$ cat src/rtl/spi_multiplier_param.sv
// SPI-slave multiplier: receives {MODE, A, B} MSB first, multiplies with a
// sequential shift-add unit, then returns the 2*WIDTH-bit product on MISO.
module spi_multiplier_param #(
  parameter int WIDTH = 4
) (
  input  logic CLK,
  input  logic RST_N,
  input  logic CS,
  input  logic SCLK,
  input  logic MOSI,
  output logic MISO,
  output logic BUSY
);

  localparam int PW = 2 * WIDTH;
  localparam int FW = PW + 1;
  localparam int CW = $clog2(FW + 1);
  localparam logic [CW-1:0] LAST_RX   = CW'(PW);
  localparam logic [CW-1:0] LAST_STEP = CW'(PW - 1);

  typedef enum logic [2:0] {IDLE, RX, CALC, TX, DONE} state_t;

  state_t          state_q;
  logic [1:0]      cs_sync_q;
  logic [1:0]      mosi_sync_q;
  logic [2:0]      sclk_sync_q;
  logic [PW-1:0]   frame_q;
  logic [PW-1:0]   mcand_q;
  logic [PW-1:0]   mplier_q;
  logic [PW-1:0]   acc_q;
  logic [CW-1:0]   cnt_q;
  logic            miso_q;
  logic            busy_q;

  logic            cs_s;
  logic            mosi_s;
  logic            sclk_rise;
  logic            sclk_fall;
  logic [FW-1:0]   frame_full;
  logic [PW-1:0]   acc_d;

  function automatic logic [PW-1:0] extend(input logic [WIDTH-1:0] v, input logic sgn);
    return sgn ? {{WIDTH{v[WIDTH-1]}}, v} : {{WIDTH{1'b0}}, v};
  endfunction

  assign cs_s       = cs_sync_q[1];
  assign mosi_s     = mosi_sync_q[1];
  assign sclk_rise  = sclk_sync_q[1] & ~sclk_sync_q[2];
  assign sclk_fall  = ~sclk_sync_q[1] & sclk_sync_q[2];
  assign frame_full = {frame_q, mosi_s};
  assign acc_d      = mplier_q[0] ? acc_q + mcand_q : acc_q;
  assign MISO       = miso_q;
  assign BUSY       = busy_q;

  // Input synchronisers; the third SCLK flop gives edge history
  always_ff @(posedge CLK) begin
    if (!RST_N) begin
      cs_sync_q   <= '0;
      mosi_sync_q <= '0;
      sclk_sync_q <= '0;
    end else begin
      cs_sync_q   <= {cs_sync_q[0], CS};
      mosi_sync_q <= {mosi_sync_q[0], MOSI};
      sclk_sync_q <= {sclk_sync_q[1:0], SCLK};
    end
  end

  always_ff @(posedge CLK) begin
    if (!RST_N) begin
      state_q  <= IDLE;
      miso_q   <= 1'b0;
      busy_q   <= 1'b0;
      cnt_q    <= '0;
      frame_q  <= '0;
      mcand_q  <= '0;
      mplier_q <= '0;
      acc_q    <= '0;
    end else begin
      case (state_q)
        IDLE: begin
          miso_q  <= 1'b0;
          busy_q  <= 1'b0;
          cnt_q   <= '0;
          frame_q <= '0;
          if (cs_s) state_q <= RX;
        end
        RX: begin
          if (!cs_s) begin
            state_q <= IDLE;
            miso_q  <= 1'b0;
            busy_q  <= 1'b0;
          end else if (sclk_rise) begin
            frame_q <= frame_full[PW-1:0];
            if (cnt_q == LAST_RX) begin
              mcand_q  <= extend(frame_full[PW-1:WIDTH], frame_full[PW]);
              mplier_q <= extend(frame_full[WIDTH-1:0], frame_full[PW]);
              acc_q    <= '0;
              cnt_q    <= '0;
              busy_q   <= 1'b1;
              state_q  <= CALC;
            end else begin
              cnt_q <= cnt_q + CW'(1);
            end
          end
        end
        CALC: begin
          if (!cs_s) begin
            state_q <= IDLE;
            miso_q  <= 1'b0;
            busy_q  <= 1'b0;
          end else begin
            acc_q    <= acc_d;
            mcand_q  <= mcand_q << 1;
            mplier_q <= mplier_q >> 1;
            if (cnt_q == LAST_STEP) begin
              // Low 2W bits of the extended product are exact in both modes
              miso_q  <= acc_d[PW-1];
              busy_q  <= 1'b0;
              cnt_q   <= '0;
              state_q <= TX;
            end else begin
              cnt_q <= cnt_q + CW'(1);
            end
          end
        end
        TX: begin
          if (!cs_s) begin
            state_q <= IDLE;
            miso_q  <= 1'b0;
            busy_q  <= 1'b0;
          end else if (sclk_fall) begin
            if (cnt_q == LAST_STEP) begin
              miso_q  <= 1'b0;
              state_q <= DONE;
            end else begin
              acc_q  <= acc_q << 1;
              miso_q <= acc_q[PW-2];
              cnt_q  <= cnt_q + CW'(1);
            end
          end
        end
        DONE: begin
          miso_q <= 1'b0;
          busy_q <= 1'b0;
          if (!cs_s) state_q <= IDLE;
        end
        default: state_q <= IDLE;
      endcase
    end
  end

endmodule
$ cat config.mk
export PLATFORM = sky130hd
export DESIGN_NAME = spi_multiplier_param
export DESIGN_NICKNAME = d
export VERILOG_FILES = /design/src/rtl/spi_multiplier_param.sv
export SDC_FILE = /design/constraint.sdc
export NUM_CORES = 1
export LEC_CHECK = 0
export CORE_MARGIN = 2
export CORE_UTILIZATION = 39
export DETAILED_ROUTE_END_ITERATION = 10
export MAX_ROUTING_LAYER = met4
export PLACE_DENSITY = 0.65
export SLEW_MARGIN = 20
export SYNTH_ARGS = -nofsm -noshare
export SYNTH_HDL_FRONTEND = slang
export SYNTH_SLANG_ARGS = --single-unit
$ cat constraint.sdc
create_clock -name CLK -period 5.75 [get_ports CLK]
set_input_delay 1.15 -clock CLK [delete_from_list [all_inputs] [get_ports CLK]]
set_output_delay 1.15 -clock CLK [all_outputs]
set_load 0.1 [all_outputs]
==> results of run 1 <==
-- cell type report --
| cell class | count | area (um^2) | share of cell area (%) |
|---|---|---|---|
| Tap cell | 77 | 96.34 | 3.563 |
| Sequential cell | 48 | 960.9 | 35.54 |
| Timing Repair Buffer | 8 | 75.07 | 2.776 |
| Clock buffer | 5 | 68.82 | 2.545 |
| Clock inverter | 2 | 12.51 | 0.4627 |
| Multi-Input combinational cell | 234 | 1468 | 54.28 |
| Inverter | 6 | 22.52 | 0.8329 |
-- state kept, by name, indices dropped and copies added (netlist names) --
signal,cells
acc_q,8
frame_q,8
mplier_q,8
cnt_q,4
mcand_q,8
sclk_sync_q,3
mosi_sync_q,2
BUSY,1
MISO,1
state_q,3
cs_sync_q,2
-- metal layers --
| metal | track usage (%) | vias to the layer above | wire length (um) |
|---|---|---|---|
| met4 | 4.906 | 0 | 63 |
| met1 | 20.33 | 1020 | 2568 |
| met2 | 24.70 | 36 | 2476 |
| met3 | 3.307 | 5 | 188 |
| met5 | - | - | 0 |
| li1 | - | 1106 | - |
-- power by group --
group          total, mW  internal [mW]  switching, mW
clock              0.194         0.0825          0.111
combinational     0.0150        0.00608        0.00890
sequential         0.337          0.335        0.00250
total              0.546          0.423          0.123
-- metrics by stage --
stage	setup slack [ps]	utilization, %	instances	cell area [um^2]
detailed placement	2289	41.30	373	2623
finish	2641	42.58	380	2704
global placement	2351	41.20	373	2616
floorplan	3675	-	310	2551
CTS	2594	42.58	380	2704
global route	2379	42.58	380	2704
-- cells by family (layout without fill, tap and decap cells) --
kind of cell | after synthesis | count (layout)
buffers and inverters | 28 | 21
DFF | 48 | 48
adders and majority gates | 10 | 10
AOI/OAI and AO/OA | 94 | 94
and+or+nand+nor | 121 | 121
xor gates and xnor gates | 4 | 4
muxes | 5 | 5
-- worst max-delay path by stage --
stage	from	end	depth (start not counted)
floorplan	BUSY	BUSY	0
global placement	RST_N	mcand_q[3]	3
detailed placement	RST_N	mcand_q[2]	3
CTS	RST_N	mcand_q[2]	3
global route	RST_N	mplier_q[2]	3
finish	RST_N	mcand_q[2]	3
-- cells in the mapped netlist, types with 4 or more instances --
cell | n | area [um^2]
a211oi_1 | 13 | 97.59
a21oi_1 | 26 | 130.1
a22oi_1 | 11 | 82.58
a311oi_1 | 7 | 61.31
a31oi_1 | 4 | 25.02
and2_1 | 7 | 43.79
and3_1 | 5 | 31.28
buf_2 | 4 | 20.02
clkbuf_1 | 15 | 56.30
dfxtp_1 | 48 | 960.9
ha_1 | 9 | 112.6
inv_1 | 5 | 18.77
mux2i_1 | 5 | 50.05
nand2_1 | 31 | 116.4
nand2b_1 | 5 | 31.28
nand3_1 | 7 | 35.03
nand3b_1 | 4 | 30.03
nor2_1 | 39 | 146.4
o21ai_0 | 14 | 70.07
-- critical path: stages --
cell and delay [ps]:
clkdlybuf4s50_1 780, clkinv_1 880, a311oi_1 480
==> impl_results.md, run 1 <==
- WHS Path Cells: 1
- Die width: 84.88 um
- Resize count post-CTS: 0
- Crit Path Class: in2reg
- Adder-Cell Fraction of Synth Area: 5.199%
- Layout area overhead: 5.983%
- Syn Area/Cell: 8.230 um^2
- Via count: 2167
- Pwr dens: 201.9 mW/mm^2
- Max cap viols: 0
- CORE AREA: 0.006350 mm^2
- Final TNS setup: 0 ps
- Compound-Gate Fraction of Synth Area: 24.91%
- Yosys warning total: 0
- Mapped cell area: 0.002551 mm^2
- Antenna Nets Post-Route: 0
- Final Max Tran Viols: 0
- Reg-to-reg endpoint: cnt_q[3]
- Post-DP HPWL: 3665 um
- Top FF cell, synth: dfxtp_1
- Antenna diodes: 0
- Die Footprint: 0.007205 mm^2
- Mux cell area share after synthesis: 1.962%
- Hold crit path type: reg2reg
- Initial antenna violation count: 0
- Peak VDD IR: 0.1421 mV
- Seq/Total Area, Yosys: 37.67%
- Layout cells sized above 1: 4.620%
- LEAKAGE: 0.9030 nW
- Largest net degree at the start of global routing: 35
- Routability-driven placement congestion ratio: 0.8235
- Reg2reg path depth: 4
- # hold bufs at CTS: 0
- Leading cell type in the layout, fill and taps excluded: dfxtp_1
- Post-synth EDFFs: 0
- Largest family of logic cells by synthesized area: compound AO/OA/AOI/OAI gates
- Fmax: 321.6 MHz
- RSZ-0062 raised after global routing: no
- Hold_sp: sclk_sync_q[0]
- Starting Density: 40.18%
- WHS: 440.4 ps
- Routed wire per std cell: 13.94 um
- Reg2reg start: state_q[1]
- Worst-path clk slew: 90 ps
- Data required, critical path: 5950 ps
- DRC viols: 0
- Worst hold endpoint: sclk_sync_q[1]
- Routed vias/inst: 5.703
- Async set-reset flop share out of synthesis: 0%
- Post-synthesis xor/xnor area fraction: 1.373%
- All-Layer GR Usage: 15.69%
- Nets: 318
- Unique masters post-synth: 51
- Vert. Die Dim: 84.88 um
- Bufs on Longest Clock Path: 2
- Critical Path Source Type: primary input
- Final global-route overflow total: 0
- Cell Rows: 29
- Clock skew: 10.14 ps
- First-pass GRT wire length: 9059 um
- Initial DRC Count: 127
- Via count of the first global-routing pass: 1955
- Fin crit share: 54.07%
- Worst skew pair latency: 300 ps
- Port Buffer Count: 6
- Syn Inst Count: 310
- Most frequent cells in the layout: dfxtp_1, nor2_1, nand2_1
- Worst reg-to-reg setup slack: 3210 ps
- Wirelength, routed: 5297 um
- Fillcell total: 634
- Ports: 7
- Final setup viols: 0
- Syn Nets: 325
- H-tree levels: 2
- TritonCTS clock tree: built
- Synth Area in Simple Gates: 23.69%
- Tot Pwr: 0.5460 mW
- Endpoints failing hold: 0
- Status: finished clean
- Slew headroom: 34.85%
- Final Critical Period: 3109 ps
- Synthesis-stage register bit count: 48
- Drt pass-1 iters: 4
- CTS root buf: clkbuf_8
- Worst Path Max Fanout: 34
- TritonCTS Sinks: 48
- Least-Margin Pin Slew: 974.3 ps
- Arrival time at the worst endpoint: 3310 ps
- CTS Buf Count: 5
- Nature of the critical path endpoint: flip-flop
- Setup Buffers After CTS: 0
Note: power is estimated with default switching activity, not from simulation.
==> run 2: changes to the inputs <==
Clock period 5.75 ns to 3.07 ns, I/O delays scaled along.
==> impl_results.md, run 2 (same netlist as run 1, synthesis figures left out) <==
- Hold_sp: sclk_sync_q[0]
- Nature of the critical path endpoint: flip-flop
- Worst path max stage delay: 700 ps (-180 ps)
- Starting Density: 40.18% (unchanged)
- DRC viols: 0 (unchanged)
- Layout area overhead: 6.817%
- Crit Path Class: reg2reg
- Clock skew: 2.586 ps (-7.557 ps)
- Drt pass-1 iters: 4 (unchanged)
- Final Cell Area: 0.002725 mm^2 (+0.79%)
- Final global-route overflow total: 0 (unchanged)
- Fmax: 449.2 MHz
- Reg-to-reg endpoint: cnt_q[3]
- Wirelength, routed: 5210 um (-1.6%)
- Status: finished clean
- All-Layer GR Usage: 16.06% (+0.37 points)
- Peak VDD IR: 0.2025 mV (+42%)
- Critical Path Source: state_q[1]
- Tot Pwr: 1.049 mW (+92%)
- Non-filler cells, final: 383 (+0.79%)
- Multi-input logic area: 0.001461 mm^2 (-0.43%)
- LEAKAGE: 0.9320 nW (+3.2%)
- Data required, critical path: 3300 ps (-2650 ps)
- Buffers & Inverters on Critical Path: 0 (-2)
- Final Max Tran Viols: 0 (unchanged)
- Post-DP HPWL: 3675 um (+0.27%)
- Initial DRC Count: 113 (-11%)
- CTS Buf Count: 5 (unchanged)
- Pwr dens: 384.9 mW/mm^2 (+91%)
- Least-Margin Pin Slew: 636.3 ps (-338.0 ps)
- CP Cell Sequence: nor2b_4, a211o_1, or2_1, or4_1, a21oi_1
- Worst Path Max Fanout: 18 (-47%)
- Cell Rows: 29 (unchanged)
- Die Footprint: 0.007205 mm^2 (unchanged)
- Port Buffer Count: 6 (unchanged)
- Die width: 84.88 um (unchanged)
- Final WS setup: 843.7 ps (-1797 ps)
- Most frequent cells in the layout: dfxtp_1, nor2_1, nand2_1
- Routed wire per std cell: 13.60 um (-2.4%)
- # hold bufs at CTS: 0 (unchanged)
- Worst-path clk slew: 90 ps (about the same)
- Vert. Die Dim: 84.88 um (unchanged)
- Fin crit share: 72.52%
- First-pass GRT wire length: 9218 um (+1.8%)
- Nets: 321 (+0.94%)
- Ports: 7 (unchanged)
- Routability-driven placement congestion ratio: 0.7877 (-4.3%)
- Worst reg-to-reg setup slack: 840 ps (-2370 ps)
- TritonCTS clock tree: built
- Hold crit path type: reg2reg
- Leading cell type in the layout, fill and taps excluded: dfxtp_1
- Dpl ws: 841.4 ps (-1448 ps)
- TritonCTS Sinks: 48 (unchanged)
- Routed vias/inst: 5.540 (-2.8%)
- Endpoints failing hold: 0 (unchanged)
- RSZ-0062 raised after global routing: no
- Fillcell total: 627 (-1.1%)
- CP top delay family: simple AND/OR/NAND/NOR gates
- Final setup viols: 0 (unchanged)
- Resize count post-CTS: 0 (unchanged)
- Max cap viols: 0 (unchanged)
- Slowest cell on the critical path: dfxtp_1
- Worst hold endpoint: sclk_sync_q[1]
- Final TNS setup: 0 ps (unchanged)
- Antenna diodes: 0 (unchanged)
- Antenna Nets Post-Route: 0 (unchanged)
- Reg2reg start: state_q[1]
- Placed inst area: 0.002634 mm^2 (+0.43%)
- WHS Path Cells: 1 (unchanged)
- Arrival time at the worst endpoint: 2460 ps (-850 ps)
- Critical Path Source Type: flip-flop
- CORE AREA: 0.006350 mm^2 (unchanged)
- Layout cells sized above 1: 6.209% (+1.6 points)
- H-tree levels: 2 (unchanged)
- Largest net degree at the start of global routing: 35 (unchanged)
- DP Cell Count: 376 (+0.80%)
- Initial antenna violation count: 0 (unchanged)
- Via count: 2122 (-2.1%)
- CTS root buf: clkbuf_8
- Setup Buffers After CTS: 0 (unchanged)
- Bufs on Longest Clock Path: 2 (unchanged)
- Worst skew pair latency: 300 ps (about the same)
- Slew headroom: 57.52% (+23 points)
- FF+latch area: 960.9 um^2 (unchanged)
- Reg2reg path depth: 5 (+1)
- Via count of the first global-routing pass: 1955 (unchanged)
- Final Critical Period: 2226 ps
-- run 2: cell types whose count changed in the layout (fill, tap and decap cells not counted) --
cell             change
buf_4                +5
clkdlybuf4s50_1      -2
clkbuf_8             +1
clkinv_2             -1
clkinv_4             +1
clkinvlp_4           -1
nor3b_2              +1
nor3b_4              -1
-- run 2: worst register-to-register path, stage by stage (launching register included) --
cell     delay (ps)
dfxtp_1         700
nor2b_4         100
a211o_1         340
or2_1           340
or4_1           530
a21oi_1         160
-- run 2: worst max-delay path by stage --
stage	endpoint	slack, ps	depth (start not counted)
floorplan	cnt_q[3]	1120	7
global placement	MISO	900	7
detailed placement	MISO	840	7
CTS	cnt_q[3]	850	5
global route	cnt_q[3]	730	6
finish	cnt_q[3]	840	5
-- run 2: power by group --
part | internal [mW] | switching (mW) | total [mW]
Clock | 0.180 | 0.208 | 0.388
Sequential | 0.627 | 0.00445 | 0.631
Combinational | 0.0131 | 0.0172 | 0.0302
-- run 2: layer usage --
layer	GRT usage, %	part of all wire [%]	up-vias
li1	-	-	1106
met3	2.918	3.6	6
met5	-	0	-
met4	5.628	1.4	0
met1	22.29	50	970
met2	23.55	45	40
-- run 2: layout make-up --
| class | count | share of cell area (%) |
|---|---|---|
| multi-input cells | 234 | 53.63 |
| clock buffers | 6 | 3.030 |
| repair buffers | 11 | 3.398 |
| well taps | 77 | 3.535 |
| flip-flops and latches | 48 | 35.26 |
| inverters | 6 | 0.8264 |
| clock inverters | 1 | 0.3214 |
-- run 2: per-stage QoR --
| step | util (%) | hold WS [ps] |
|---|---|---|
| global placement | 41.48 | 414.1 |
| floorplan | - | 411.9 |
| detailed placement | 41.48 | 422.8 |
| finish | 42.92 | 439.6 |
| CTS | 42.92 | 444.0 |
| global route | 42.92 | 465.3 |
==> edit, RTL diff (settings of run 1) <==
The parameter `WIDTH` goes from 4 to 2.
--- a/src/rtl/spi_multiplier_param.sv
+++ b/src/rtl/spi_multiplier_param.sv
@@ -3,3 +3,3 @@
 module spi_multiplier_param #(
-  parameter int WIDTH = 4
+  parameter int WIDTH = 2
 ) (
Check against the original RTL: same outputs for any inputs over 10 cycles, from zero or initial values and one cycle with RST_N low; that may be too few to reach the edited logic, so the function may still have changed.
==> edit against run 1 <==
Sequential power shrank 35%. Global-route usage grew 0.62 points. Largest cell class unchanged. Critical path type is now reg2out. Setup slack gained 0.19 ns. Sequential cell count shrank 17. Total power shrank 26%. Wire length shrank 40%. Design area shrank 35%. Area after synthesis shrank 37%.
==> edit: results <==
INSERT INTO impl_metrics (metric_group, metric, value, unit) VALUES
('finish', 'drive_above_1_share', '8.90', '%'),
('clocking', 'path_clk_slew', '0.06', 'ns'),
('route', 'routedLengthMet1', '1.57', 'mm'),
('timing', 'timing_worst_slew_pin_value', '0.970', 'ns'),
('route', 'drtIter0Drc', '51', ''),
('global_route', 'met3_usage', '5.59', '%'),
('run_status', 'outcome', 'finished clean', ''),
('yosys', 'synth_compound_area_share', '19.6', '%'),
('finish', 'area_share_clock_buf_inv', '4.97', '%'),
('critical_path', 'critical-path-max-stage-delay', '1.14', 'ns'),
('critical_path', 'startpoint', 'MISO', ''),
('yosys', 'ys_top_cells_by_area', 'sky130_fd_sc_hd__dfxtp_1 (39%), sky130_fd_sc_hd__nand2_1 (6.5%), sky130_fd_sc_hd__ha_1 (5.4%)', ''),
('yosys', 'synth_cell_types', '44', ''),
('place', 'dp_cells', '234', ''),
('finish', 'fill_cells', '397', ''),
('global_route', 'grt_pass1_wl', '5.29', 'mm'),
('global_route', 'grtUsageMet2', '22.7', '%'),
('timing', 'fin_skew', '0.00749', 'ns'),
('critical_path', 'r2r_cells', '5', ''),
('global_route', 'globalRouteTotalUtil', '16.3', '%');
[edit: cell count changes in the layout (fill, tap and decap cells not counted), moves of 4 or more]
| cell | run 1 | this run |
|---|---|---|
| sky130_fd_sc_hd__dfxtp_1 | 48 | 31 |
| sky130_fd_sc_hd__nor2_1 | 39 | 14 |
| sky130_fd_sc_hd__inv_1 | 5 | 9 |
| sky130_fd_sc_hd__a211oi_1 | 13 | 0 |
| sky130_fd_sc_hd__o21ai_0 | 14 | 8 |
| sky130_fd_sc_hd__a22oi_1 | 11 | 4 |
| sky130_fd_sc_hd__a21oi_1 | 25 | 8 |
| sky130_fd_sc_hd__and3_1 | 5 | 0 |
[edit: power breakdown]
group | switching (W) | leakage, nW | internal, W
Sequential | 0.00000238 | 0.251 | 0.000217
Combinational | 0.00000699 | 0.351 | 0.00000553
Clock | 0.0000782 | 0.0470 | 0.0000937
Total | 0.0000876 | 0.649 | 0.000316
